File: config.mk
export PLATFORM = sky130hd
export DESIGN_NAME = bp_io_cmd_throttle_flat
export DESIGN_NICKNAME = d
export VERILOG_FILES = /design/src/rtl/bp_io_cmd_throttle_if.sv /design/src/rtl/bp_io_cmd_throttle.sv /design/src/flat_wrapper.sv
export SDC_FILE = /design/constraint.sdc
export NUM_CORES = 1
export LEC_CHECK = 0
export ABC_AREA = 1
export ABC_CLOCK_PERIOD_IN_PS = 1820
export BUFFER_PORTS_ARGS = -buffer_cell sky130_fd_sc_hd__buf_2
export CORE_MARGIN = 5
export CORE_UTILIZATION = 27
export CTS_CLUSTER_SIZE = 20
export DETAILED_ROUTE_END_ITERATION = 6
export PLACE_DENSITY = 0.75
export SYNTH_ARGS = -nofsm -noshare
export SYNTH_HDL_FRONTEND = slang
export SYNTH_SLANG_ARGS = --single-unit
File: constraint.sdc
create_clock -name clk_i -period 1.82 [get_ports clk_i]
set_input_delay 0.182 -clock clk_i [delete_from_list [all_inputs] [get_ports clk_i]]
set_output_delay 0.182 -clock clk_i [all_outputs]
set_load 0.01 [all_outputs]
File: src/rtl/bp_io_cmd_throttle_if.sv
// Command/response handshake bundle between the nbf loader, the throttle and the cce-to-mem link.
// Signal names are from the throttle's point of view; the master modport is the surrounding environment.
interface bp_io_cmd_throttle_if #(
    parameter int msg_width_p = 512
);
    logic [msg_width_p-1:0] cmd_i;
    logic                   cmd_v_i;
    logic                   cmd_ready_o;
    logic [msg_width_p-1:0] cmd_o;
    logic                   cmd_v_o;
    logic                   cmd_ready_i;
    logic [msg_width_p-1:0] resp_i;
    logic                   resp_v_i;
    logic                   resp_ready_o;
    logic [msg_width_p-1:0] resp_o;
    logic                   resp_v_o;
    logic                   resp_yumi_i;

    modport slave (
        input  cmd_i, cmd_v_i, cmd_ready_i, resp_i, resp_v_i, resp_yumi_i,
        output cmd_ready_o, cmd_o, cmd_v_o, resp_ready_o, resp_o, resp_v_o
    );

    modport master (
        output cmd_i, cmd_v_i, cmd_ready_i, resp_i, resp_v_i, resp_yumi_i,
        input  cmd_ready_o, cmd_o, cmd_v_o, resp_ready_o, resp_o, resp_v_o
    );
endinterface

File: src/rtl/bp_io_cmd_throttle.sv
// Credit throttle with fence between the nbf loader and the cce-to-mem link.
// Optional watchdog on stalled responses: define BP_IO_THROTTLE_WATCHDOG_EN.
module bp_io_cmd_throttle #(
    parameter  int max_outstanding_p = 16,
    parameter  int timeout_p         = 4096,
    localparam int CW                = $clog2(max_outstanding_p + 1)
) (
    input  logic                    clk_i,
    input  logic                    reset_i,
    bp_io_cmd_throttle_if.slave     io,
    input  logic                    fence_i,
    output logic                    fence_done_o,
    output logic [CW-1:0]           outstanding_o,
    output logic                    err_o,
    output logic                    state_o
);
    // Handshake rules: the link side transfers on valid & ready; the loader side
    // uses yumi, so resp_ready_o is simply the loader's consume strobe.
    typedef enum logic {ST_RUN = 1'b0, ST_FENCE = 1'b1} state_t;

    state_t        r_state;
    state_t        w_state_nxt;
    logic [CW-1:0] r_count;
    logic          r_err;
    logic          w_issue_ok;
    logic          w_inc;
    logic          w_dec;
    logic          w_underflow;
    logic          w_dec_ok;
    logic          w_wd_hit;

    assign w_issue_ok = (r_state == ST_RUN) && (r_count < CW'(max_outstanding_p));

    assign io.cmd_o        = io.cmd_i;
    assign io.cmd_v_o      = io.cmd_v_i & w_issue_ok & ~reset_i;
    assign io.cmd_ready_o  = io.cmd_ready_i & w_issue_ok & ~reset_i;
    assign io.resp_o       = io.resp_i;
    assign io.resp_v_o     = io.resp_v_i & ~reset_i;
    assign io.resp_ready_o = io.resp_yumi_i & ~reset_i;

    assign w_inc       = io.cmd_v_o & io.cmd_ready_i;
    assign w_dec       = io.resp_v_o & io.resp_yumi_i;
    // A response with nothing outstanding is still delivered but never decrements.
    assign w_underflow = w_dec & (r_count == '0);
    assign w_dec_ok    = w_dec & ~w_underflow;

    always_ff @(posedge clk_i or posedge reset_i) begin
        if (reset_i) begin
            r_count <= '0;
        end else if (w_inc && !w_dec_ok) begin
            r_count <= r_count + 1'b1;
        end else if (!w_inc && w_dec_ok) begin
            r_count <= r_count - 1'b1;
        end
    end

    always_ff @(posedge clk_i or posedge reset_i) begin
        if (reset_i) begin
            r_state <= ST_RUN;
        end else begin
            r_state <= w_state_nxt;
        end
    end

    always_comb begin
        w_state_nxt = r_state;
        case (r_state)
            ST_RUN:   if (fence_i)  w_state_nxt = ST_FENCE;
            ST_FENCE: if (!fence_i) w_state_nxt = ST_RUN;
            default:  w_state_nxt = ST_RUN;
        endcase
    end

`ifdef BP_IO_THROTTLE_WATCHDOG_EN
    localparam int WW = $clog2(timeout_p + 1);

    logic [WW-1:0] r_wd;
    logic          w_wd_clr;

    assign w_wd_clr = w_dec | (r_count == '0);
    // Fires on the edge where the counter steps onto timeout_p; it then stays saturated.
    assign w_wd_hit = ~w_wd_clr & (r_wd == WW'(timeout_p - 1));

    always_ff @(posedge clk_i or posedge reset_i) begin
        if (reset_i) begin
            r_wd <= '0;
        end else if (w_wd_clr) begin
            r_wd <= '0;
        end else if (r_wd != WW'(timeout_p)) begin
            r_wd <= r_wd + 1'b1;
        end
    end
`else
    logic w_unused_timeout;

    assign w_unused_timeout = (timeout_p == 0);
    assign w_wd_hit         = 1'b0;
`endif

    always_ff @(posedge clk_i or posedge reset_i) begin
        if (reset_i) begin
            r_err <= 1'b0;
        end else if (w_underflow || w_wd_hit) begin
            r_err <= 1'b1;
        end
    end

    assign fence_done_o  = (r_state == ST_FENCE) & (r_count == '0) & ~reset_i;
    assign outstanding_o = r_count;
    assign err_o         = r_err;
    assign state_o       = r_state;
endmodule

File: src/flat_wrapper.sv
// flat-port wrapper written by rule: the top's interface ports become plain ports
module bp_io_cmd_throttle_flat 
#(
    parameter  int max_outstanding_p = 16,
    parameter  int timeout_p         = 4096,
    localparam int CW                = $clog2(max_outstanding_p + 1)
)
  (clk_i, reset_i, fence_i, fence_done_o, outstanding_o, err_o, state_o, io_cmd_i, io_cmd_v_i, io_cmd_ready_i, io_resp_i, io_resp_v_i, io_resp_yumi_i, io_cmd_ready_o, io_cmd_o, io_cmd_v_o, io_resp_ready_o, io_resp_o, io_resp_v_o);
  bp_io_cmd_throttle_if #(.msg_width_p((32))) io_i ();
  input  logic clk_i;
  input  logic reset_i;
  input  logic fence_i;
  output logic fence_done_o;
  output logic [CW-1:0] outstanding_o;
  output logic err_o;
  output logic state_o;
  input wire logic [$bits(io_i.cmd_i)-1:0] io_cmd_i;
  input wire logic [$bits(io_i.cmd_v_i)-1:0] io_cmd_v_i;
  input wire logic [$bits(io_i.cmd_ready_i)-1:0] io_cmd_ready_i;
  input wire logic [$bits(io_i.resp_i)-1:0] io_resp_i;
  input wire logic [$bits(io_i.resp_v_i)-1:0] io_resp_v_i;
  input wire logic [$bits(io_i.resp_yumi_i)-1:0] io_resp_yumi_i;
  output wire logic [$bits(io_i.cmd_ready_o)-1:0] io_cmd_ready_o;
  output wire logic [$bits(io_i.cmd_o)-1:0] io_cmd_o;
  output wire logic [$bits(io_i.cmd_v_o)-1:0] io_cmd_v_o;
  output wire logic [$bits(io_i.resp_ready_o)-1:0] io_resp_ready_o;
  output wire logic [$bits(io_i.resp_o)-1:0] io_resp_o;
  output wire logic [$bits(io_i.resp_v_o)-1:0] io_resp_v_o;
  assign io_i.cmd_i = io_cmd_i;
  assign io_i.cmd_v_i = io_cmd_v_i;
  assign io_i.cmd_ready_i = io_cmd_ready_i;
  assign io_i.resp_i = io_resp_i;
  assign io_i.resp_v_i = io_resp_v_i;
  assign io_i.resp_yumi_i = io_resp_yumi_i;
  assign io_cmd_ready_o = io_i.cmd_ready_o;
  assign io_cmd_o = io_i.cmd_o;
  assign io_cmd_v_o = io_i.cmd_v_o;
  assign io_resp_ready_o = io_i.resp_ready_o;
  assign io_resp_o = io_i.resp_o;
  assign io_resp_v_o = io_i.resp_v_o;
  bp_io_cmd_throttle #(.max_outstanding_p(max_outstanding_p), .timeout_p(timeout_p)) u_core (.clk_i(clk_i), .reset_i(reset_i), .io(io_i), .fence_i(fence_i), .fence_done_o(fence_done_o), .outstanding_o(outstanding_o), .err_o(err_o), .state_o(state_o));
endmodule
==> impl_metrics.ini <==
[outcome]
status = finished with violations
violations = negative setup slack

[sta]
fmax_ghz = 0.547
hold_viol_final = 0
worst_pin_slew_ns = 0.256
relSlewSlack = 0.829
setup_viol = 1
maxSlewViolCount = 0
period_needed_ns = 1.83
period_share = 1.00
fin_tns_setup_ns = -0.00794
holdWs_ns = 0.0654
rsz0062_at_grt = true
skew_ns = 0.00883
fin_ws_ns = -0.00794

[synth]
avgSynthCellArea_sq_um = 7.53
synth_warnings = 0
netlist_instances = 131
synth_area_sq_um = 986
ys_ff_latch = 7
synth_cell_types = 19
yosysSeqAreaShare = 0.178
synth_fp_nets = 207

[critical_path]
endpoint_kind = flop
cp_max_fo = 5
cpMostUsedCell = nand2_1
slowest_delay_ns = 0.38
crit_arrival_ns = 1.95
cp-start-kind = flop
critPathKind = reg -> reg
cpMaxStageDelayCell = dfrtp_1
worstPathCellList = inv_2 > nand3_2 > nor3_4 > ha_4 > inv_6 > fa_2 > nand2_2 > nand2_1 > nand2_1 > nand2_1 > nand3_2 > nand2_1
crit_required_ns = 1.94
rrSetupSlack_ns = -0.008

[floorplan]
start_util = 0.273
ioPinCount = 147
rows = 22
fp.dieH_um = 70.4
die_area_sq_mm = 0.00496
core_area_sq_mm = 0.00361
die_w_um = 70.4

[cells_and_area]
finalNetCount = 181
area_growth_pct = -10.8
diodes = 0
layout_commonest_cell = nand2_1
multi_input_area_sq_um = 343
fillers = 375
layout_common_cells = nand2_1, buf_2, buf_4
regArea_sq_um = 176
drive_gt1_frac = 0.519

[cts]
clockBufferDepth = 2
clkTransAtPathRegs_ns = 0.04
numCtsBuffers = 3
cts_htree_levels = 1
clock_latency_ns = 0.23
tritoncts = done
cts.sinks = 7
cts_root_buf = clkbuf_8

[placement]
io_buffers = 18
gp_congestion = 0.811
dpl.hpwl_mm = 1.29
pre_cts_ws_ns = -0.0575

[power_and_ir_drop]
p_per_area_mw_per_mm2 = 1480
peakVddDrop_mv = 1.09
p_leak_nw = 0.449

[detailed_routing]
postRouteAntennaNets = 0
wl_mm = 1.83
drtIter0Drc = 12
viasPerCell = 4.14
drcViolationCount = 0
vias = 630
wl_per_cell_um = 12.0
dr.pass1.iters = 4

[grt]
antenna_found_initial = 0
grt_pass1_wl_mm = 2.68
overflow = 0
grtUsageTotal = 0.0705
grt_max_degree = 8
grt_pass1_vias = 592

[run]
maxCapViolCount = 0

[min_path]
hp-class = in -> reg
## cell usage after synthesis
| library cell | count | share of area |
|---|---|---|
| a21oi_1 | 1 | 0.0051 |
| buf_4 | 64 | 0.49 |
| dfrtp_1 | 7 | 0.18 |
| fa_1 | 1 | 0.020 |
| ha_1 | 4 | 0.051 |
| inv_1 | 10 | 0.038 |
| inv_2 | 2 | 0.0076 |
| nand2_1 | 19 | 0.072 |
| nand2_2 | 1 | 0.0063 |
| nand3_1 | 8 | 0.041 |
| nand3_2 | 1 | 0.010 |
| nor2_1 | 4 | 0.015 |
| nor2_2 | 1 | 0.0063 |
| nor3_1 | 1 | 0.0051 |
| nor3_2 | 2 | 0.020 |
| nor4_1 | 1 | 0.0063 |
| o21ai_1 | 2 | 0.010 |
| o21bai_2 | 1 | 0.011 |
| xnor2_1 | 1 | 0.0089 |
## metrics by stage
step | total power, mW | area [sq um] | utilization | instances
final | 1.30 | 880 | 0.244 | 152
after floorplan | 0.850 | 1000 | - | 131
after global routing | 1.41 | 880 | 0.244 | 152
after CTS | 1.26 | 835 | 0.231 | 149
after detailed placement | 1.01 | 747 | 0.207 | 143
after global placement | 1.00 | 747 | 0.207 | 143
## timing repair
| action | in CTS | in global routing |
|---|---|---|
| buffers inserted | 1 | 3 |
| endpoints found under the hold margin | 7 | 0 |
| cloned | 0 | 0 |
| endpoints found under the setup margin | 2 | 2 |
| pin swaps | 4 | 9 |
| gates resized for setup | 6 | 6 |
| hold buffers | 1 | 0 |
## final cells by class
| class | instances | share of cell area |
|---|---|---|
| timing repair buffer | 33 | 0.233 |
| inverter | 12 | 0.0569 |
| multi-input combinational | 48 | 0.390 |
| sequential | 7 | 0.201 |
| tap | 48 | 0.0683 |
| clock buffer | 4 | 0.0512 |
## cell families after synthesis
group | synth area share
fa+ha+maj | 0.0711
simple gates | 0.183
flops | 0.178
buf+inv | 0.533
compound gates | 0.0266
xor+xnor | 0.00888
## sequential cells by signal, indices dropped and copies added, names as in the netlist
signal / count
u_core.err_o: 1
u_core.outstanding_o: 5
u_core.state_o: 1
## worst max-delay path, delay by kind of cell, from the launching register on
family                   cells  cell delay [ns]
AND/OR/NAND/NOR              8             0.71
adder cells (fa/ha/maj)      2             0.53
flip-flops                   1             0.38
buffers and inverters        2             0.11
## report_power, final
group          internal, mW  leakage, nW  switching [mW]
registers             0.225       0.0836          0.0406
logic                 0.384        0.343           0.434
clock network         0.152       0.0228          0.0683
## worst paths after layout
kind | from | end | depth (start not counted)
min in group asynchronous | reset_i | u_core.outstanding_o[4] | 3
worst max-delay path | u_core.state_o | u_core.outstanding_o[4] | 12
worst min-delay path | fence_i | u_core.state_o | 1
worst max register to register | u_core.state_o | u_core.outstanding_o[4] | 12
max in group asynchronous | reset_i | u_core.outstanding_o[0] | 3
worst min register to register | u_core.err_o | u_core.err_o | 1
## routing by layer
layer,vias to the layer above,share of wire,global-route usage
met5,-,0,0
met4,0,0.033,0.0596
met3,12,0.095,0.0460
met2,36,0.51,0.0977
met1,294,0.36,0.0725
li1,288,-,-
Power figures use the tool's default switching activity.
